## src/rtl/uds_pulse_gen.sv

```systemverilog
// uds_pulse_gen: turns two raw push-buttons (up / down) into one-cycle command strobes for a
// downstream up/down/set counter.
//
// Each raw button passes through a 2-flop synchronizer and then an independent debouncer. A
// small FSM watches the two debounced levels:
//   - pressing one button pulses up or down once;
//   - having both buttons down at the same time pulses set once;
//   - releasing returns the FSM to idle without a pulse.
//
// Latency: a raw change that is first sampled at clock edge k and then held produces its strobe
// at edge k + debounce_cycles_p + 3. The stages are: two synchronizer flops, the debounce run of
// debounce_cycles_p + 1 differing samples, and the registered output.
//
// Optional feature (macro UDS_PULSE_GEN_AUTO_REPEAT_EN):
//   When the macro is defined, holding a single button auto-repeats its strobe. The first repeat
//   comes repeat_delay_p cycles after the entry pulse, and later repeats every repeat_rate_p
//   cycles. When the macro is undefined, there is no repeat timer at all and each press yields
//   exactly one pulse.
//
// Parameters:
//   debounce_cycles_p  stable cycles needed before a debounced level flips (>= 1)
//   repeat_delay_p     cycles from entry pulse to first auto-repeat pulse (>= 1)
//   repeat_rate_p      cycles between later auto-repeat pulses (>= 1)
//
// Ports:
//   clk_i       single clock, all logic on the rising edge
//   reset_i     synchronous, active-high reset
//   btn_up_i    raw asynchronous up button, active-high
//   btn_down_i  raw asynchronous down button, active-high
//   up_o        registered one-cycle increment strobe
//   down_o      registered one-cycle decrement strobe
//   set_o       registered one-cycle load strobe

module uds_pulse_gen #(
    parameter int unsigned debounce_cycles_p = 16,
    parameter int unsigned repeat_delay_p    = 1024,
    parameter int unsigned repeat_rate_p     = 256
) (
    input  logic clk_i,
    input  logic reset_i,
    input  logic btn_up_i,
    input  logic btn_down_i,
    output logic up_o,
    output logic down_o,
    output logic set_o
);

    localparam int unsigned DbW = $clog2(debounce_cycles_p + 1);
    localparam logic [DbW-1:0] DbLimit = DbW'(debounce_cycles_p);

    typedef enum logic [1:0] {
        StIdle,
        StUpHeld,
        StDownHeld,
        StBothHeld
    } state_e;

    // ------------------------------------------------------------------------------------------
    // Synchronizers
    // ------------------------------------------------------------------------------------------
    logic [1:0] up_sync_q;
    logic [1:0] down_sync_q;
    logic [1:0] sync_lvl;   // [0] = up, [1] = down

    always_ff @(posedge clk_i) begin
        if (reset_i) begin
            up_sync_q   <= '0;
            down_sync_q <= '0;
        end else begin
            up_sync_q   <= {up_sync_q[0], btn_up_i};
            down_sync_q <= {down_sync_q[0], btn_down_i};
        end
    end

    assign sync_lvl = {down_sync_q[1], up_sync_q[1]};

    // ------------------------------------------------------------------------------------------
    // Debouncers
    //
    // The counter counts consecutive synchronized samples that disagree with the debounced
    // level. The level flips on the disagreeing sample that arrives with the counter already at
    // the limit. An agreeing sample clears the counter, so it never wraps.
    // ------------------------------------------------------------------------------------------
    logic [DbW-1:0] db_cnt_q [2];
    logic [DbW-1:0] db_cnt_d [2];
    logic [1:0]     db_lvl_q;
    logic [1:0]     db_lvl_d;

    always_comb begin
        for (int i = 0; i < 2; i++) begin
            db_lvl_d[i] = db_lvl_q[i];
            db_cnt_d[i] = '0;
            if (sync_lvl[i] != db_lvl_q[i]) begin
                if (db_cnt_q[i] == DbLimit) begin
                    db_lvl_d[i] = sync_lvl[i];
                end else begin
                    db_cnt_d[i] = db_cnt_q[i] + DbW'(1);
                end
            end
        end
    end

    always_ff @(posedge clk_i) begin
        if (reset_i) begin
            db_lvl_q <= '0;
            for (int i = 0; i < 2; i++) begin
                db_cnt_q[i] <= '0;
            end
        end else begin
            db_lvl_q <= db_lvl_d;
            for (int i = 0; i < 2; i++) begin
                db_cnt_q[i] <= db_cnt_d[i];
            end
        end
    end

    // ------------------------------------------------------------------------------------------
    // Auto-repeat timer
    // ------------------------------------------------------------------------------------------
    state_e state_q;
    state_e state_d;
    logic   repeat_fire;

`ifdef UDS_PULSE_GEN_AUTO_REPEAT_EN
    localparam int unsigned RptMax = (repeat_delay_p > repeat_rate_p) ? repeat_delay_p
                                                                        : repeat_rate_p;
    localparam int unsigned RptW = $clog2(RptMax + 1);
    localparam logic [RptW-1:0] RptDelay = RptW'(repeat_delay_p);
    localparam logic [RptW-1:0] RptRate  = RptW'(repeat_rate_p);

    // Down-counter of cycles left until the next repeat. It is reloaded with the initial delay
    // whenever the FSM is not staying in a single-held state, so every state change restarts
    // the hold.
    logic [RptW-1:0] rpt_q;
    logic [RptW-1:0] rpt_d;
    logic            single_held;

    assign single_held = (state_q == StUpHeld) || (state_q == StDownHeld);
    assign repeat_fire = single_held && (rpt_q <= RptW'(1));

    always_comb begin
        rpt_d = RptDelay;
        if (single_held && (state_d == state_q)) begin
            rpt_d = repeat_fire ? RptRate : (rpt_q - RptW'(1));
        end
    end

    always_ff @(posedge clk_i) begin
        if (reset_i) begin
            rpt_q <= '0;
        end else begin
            rpt_q <= rpt_d;
        end
    end
`else
    // The repeat parameters are accepted for interface compatibility but have no effect.
    logic unused_repeat_cfg;
    assign unused_repeat_cfg = ^{repeat_delay_p, repeat_rate_p};
    assign repeat_fire       = 1'b0;
`endif

    // ------------------------------------------------------------------------------------------
    // Control FSM
    // ------------------------------------------------------------------------------------------
    logic du;
    logic dd;
    logic up_d;
    logic down_d;
    logic set_d;
    logic up_q;
    logic down_q;
    logic set_q;

    assign du = db_lvl_q[0];
    assign dd = db_lvl_q[1];

    always_comb begin
        state_d = state_q;
        up_d    = 1'b0;
        down_d  = 1'b0;
        set_d   = 1'b0;
        unique case (state_q)
            StIdle: begin
                if (du && dd) begin
                    set_d   = 1'b1;
                    state_d = StBothHeld;
                end else if (du) begin
                    up_d    = 1'b1;
                    state_d = StUpHeld;
                end else if (dd) begin
                    down_d  = 1'b1;
                    state_d = StDownHeld;
                end
            end
            StUpHeld: begin
                // The other button wins even if the held one releases in the same cycle.
                if (dd) begin
                    set_d   = 1'b1;
                    state_d = StBothHeld;
                end else if (!du) begin
                    state_d = StIdle;
                end else begin
                    up_d = repeat_fire;
                end
            end
            StDownHeld: begin
                if (du) begin
                    set_d   = 1'b1;
                    state_d = StBothHeld;
                end else if (!dd) begin
                    state_d = StIdle;
                end else begin
                    down_d = repeat_fire;
                end
            end
            StBothHeld: begin
                // Only a full release re-arms; a partial release is ignored.
                if (!du && !dd) begin
                    state_d = StIdle;
                end
            end
            default: state_d = StIdle;
        endcase
    end

    always_ff @(posedge clk_i) begin
        if (reset_i) begin
            state_q <= StIdle;
            up_q    <= 1'b0;
            down_q  <= 1'b0;
            set_q   <= 1'b0;
        end else begin
            state_q <= state_d;
            up_q    <= up_d;
            down_q  <= down_d;
            set_q   <= set_d;
        end
    end

    assign up_o   = up_q;
    assign down_o = down_q;
    assign set_o  = set_q;

endmodule

```

## config.mk

```make
export PLATFORM = sky130hd
export DESIGN_NAME = uds_pulse_gen
export DESIGN_NICKNAME = d
export VERILOG_FILES = /design/src/rtl/uds_pulse_gen.sv
export SDC_FILE = /design/constraint.sdc
export NUM_CORES = 1
export LEC_CHECK = 0
export BUFFER_PORTS_ARGS = -buffer_cell sky130_fd_sc_hd__buf_2
export CORE_MARGIN = 2
export CORE_UTILIZATION = 54
export CTS_BUF_LIST = sky130_fd_sc_hd__clkbuf_16
export CTS_CLUSTER_DIAMETER = 80
export DETAILED_ROUTE_END_ITERATION = 6
export PLACE_DENSITY = 0.76
export SETUP_SLACK_MARGIN = 0.15
export SYNTH_ARGS = -nofsm -noshare
export SYNTH_HDL_FRONTEND = slang
export SYNTH_SLANG_ARGS = --single-unit
```

## constraint.sdc

```tcl
create_clock -name clk_i -period 1.45 [get_ports clk_i]
set_input_delay 0.145 -clock clk_i [delete_from_list [all_inputs] [get_ports clk_i]]
set_output_delay 0.145 -clock clk_i [all_outputs]
set_load 0.02 [all_outputs]
```

==> results.json <==
{
  "h-tree-depth": 1,
  "routed.top_layer": "met4",
  "cp_max_fo": 4,
  "hold_start": "btn_down_i",
  "cts_root_buf": "clkbuf_16",
  "place_congestion": 0.770,
  "vias_per_cell": 5.05,
  "hold_end": "down_sync_q[0]",
  "hold_class": "in -> reg",
  "path_class": "reg -> reg",
  "gr-total-overflow": 0,
  "setup_violations": 0,
  "layout-drive-gt1-share_pct": 35.5,
  "p_leak_uw": 0.000376,
  "fmaxAchievable_mhz": 757,
  "slew_violations": 0,
  "power_density_nw_per_um2": 1210,
  "ios": 7,
  "synth_top_area_cell": "dfxtp_1",
  "cap_violations": 0,
  "rsz0062_at_grt": "true",
  "dpl.cell_count": 98,
  "synthCells": 79,
  "cp.required_ns": 1.64,
  "core_area_um2": 1330,
  "reg2reg_depth": 5,
  "die-height_um": 42.1,
  "ys_seq_area_share_pct": 53.5,
  "port_buffers": 6,
  "met3_length_um": 63,
  "clkTransAtPathRegs_ns": 0.06,
  "routed_wl_mm": 1.20,
  "die_area_um2": 1780,
  "clock_sinks": 21,
  "die_w_um": 42.1,
  "synthArstFlopShare_pct": 0,
  "max-slew-margin-rel_pct": 77.7,
  "std_cell_rows": 13,
  "hold_violations": 0,
  "startpoint_type": "flip-flop",
  "clk_latency_ns": 0.25,
  "start_util_pct": 58.9,
  "tightest_slew_ns": 0.326,
  "yosysMostFrequentCell": "dfxtp_1",
  "cts_buffers": 3,
  "dr_wl_met2_um": 601,
  "crit_arrival_ns": 1.51,
  "synth_ff_type": "dfxtp_1",
  "skew_ns": 0.00153,
  "track_usage_pct": 16.5,
  "synth-seq-cells": 21,
  "synth_commonest_cells": "dfxtp_1, nor2_1, inv_1",
  "yosysTopAreaCellShare_pct": 53.5,
  "stdcell_count": 108,
  "drc_errors": 0,
  "synth.lib_cells_used.distinct": 18,
  "r2r_slack_ns": 0.13,
  "timing.rr.start": "db_cnt_q[0][0]",
  "worstSetupEndpointType": "flip-flop",
  "cts_buffer_depth": 2,
  "syn_avg_cell_area_um2": 9.95,
  "dp_hpwl_um": 754,
  "syn_area_um2": 786,
  "wl_met1_um": 526,
  "setup_tns_ns": 0,
  "diodes": 0,
  "synth_edf_count": 0,
  "wire_per_inst_um": 11.1,
  "syn_nets": 87,
  "finalNetCount": 102,
  "r2r_end": "db_cnt_q[0][1]",
  "antenna_found_initial": 0,
  "min_delay_path_depth": 2,
  "first_iter_violations": 2,
  "status": "finished clean",
  "grt_pass1_vias": 535,
  "post-route-min-period_ns": 1.32,
  "dr.pass1.iters": 2,
  "synth_area_leaders": "dfxtp_1, nor2_1, ha_1",
  "peakVddDrop_mv": 0.836,
  "period_share_pct": 91.1,
  "grt_max_degree": 15,
  "vias": 545,
  "grt_pass1_wl_mm": 2.17,
  "areaGrowthSynthToFinish_pct": 24.5,
  "yosysWarnings": 0,
  "cts_tree": "done",
  "ant_nets": 0
}
## layout by cell type (no fill, tap or decap), types with 2 or more instances in the layout
master and count:
inv_2 2, ha_1 2, nor2b_1 4, xnor2_1 4
inv_1 4, ha_2 2, nand3_1 4, clkbuf_16 3
dfxtp_1 17, nor2_1 10, buf_2 6, dfxtp_2 4
or3_4 2, xor2_1 4, nor2_2 6, buf_4 6
nor3_1 3, mux2i_1 2, a21oi_1 2, nand2_1 2
## layout make-up
| cell class | count | area (µm²) |
|---|---|---|
| flip-flops and latches | 21 | 425 |
| fillers | 94 | 355 |
| multi-input cells | 50 | 354 |
| clock buffers | 3 | 75.1 |
| repair buffers | 12 | 75.1 |
| inverters | 6 | 22.5 |
| well taps | 15 | 18.8 |
| clock inverters | 1 | 7.51 |
## through the flow
step	cell area (µm²)	total power [µW]	hold WS [ns]	utilization (%)	setup WS (ns)
2_1_floorplan	786	614	0.217	-	0.150
3_3_place_gp	826	621	0.360	61.9	0.0776
3_5_place_dp	826	622	0.369	61.9	0.0626
4_1_cts	948	1200	0.109	71.1	0.157
5_1_grt	978	1230	0.135	73.4	0.0828
6_report	978	1190	0.108	73.4	0.129
## worst max path at each step
stage | to | start | slack [ns] | depth (start not counted)
4_1_cts | db_cnt_q[0][9] | db_cnt_q[0][6] | 0.16 | 5
3_3_place_gp | db_cnt_q[0][8] | db_cnt_q[0][5] | 0.08 | 5
3_5_place_dp | db_cnt_q[0][2] | db_cnt_q[0][0] | 0.06 | 5
5_1_grt | db_cnt_q[0][4] | db_cnt_q[0][0] | 0.08 | 5
6_report | db_cnt_q[0][1] | db_cnt_q[0][0] | 0.13 | 5
2_1_floorplan | db_cnt_q[0][7] | db_cnt_q[0][5] | 0.15 | 5
## flip-flops by register name, indices dropped and copies added, names as in the netlist
name and cells:
up_o 1, db_lvl_q 2, db_cnt_q 10, down_sync_q 2
up_sync_q 2, state_q 2, down_o 1, set_o 1
## critical path: stages, from the launching register on
cell and delay [ns]:
dfxtp_2 0.33, inv_2 0.03, ha_2 0.16, and4bb_2 0.24, or3_4 0.37, nor2_2 0.11
## logic make-up (layout without fill, tap and decap cells)
family,count (synthesis),count (layout),share of synthesized area [%]
DFF,21,21,53.5
xor gates and xnor gates,8,8,8.92
adders and majority gates,4,4,6.37
buffers and inverters,8,22,3.98
muxes,2,2,2.55
AOI/OAI and AO/OA,3,3,2.39
and+or+nand+nor,33,33,22.3
## report_power, final
| part | total (µW) | internal (µW) | switching (µW) | leakage [µW] |
|---|---|---|---|---|
| Clock | 571 | 372 | 199 | 0.0000371 |
| Combinational | 26.8 | 12.9 | 13.9 | 0.000167 |
| Sequential | 587 | 584 | 2.85 | 0.000172 |
| Total | 1190 | 970 | 215 | 0.000376 |
## routing by layer
| metal | GRT usage (%) | vias to the layer above |
|---|---|---|
| li1 | - | 285 |
| met5 | 0 | - |
| met2 | 28.4 | 10 |
| met3 | 7.76 | 2 |
| met4 | 3.75 | 0 |
| met1 | 18.5 | 248 |
## timing repair
action,CTS,global route
pin swaps,2,5
hold buffers,0,0
setup endpoints to repair,9,10
resized for setup,6,8
setup buffers,4,2
Power figures use the tool's default switching activity.
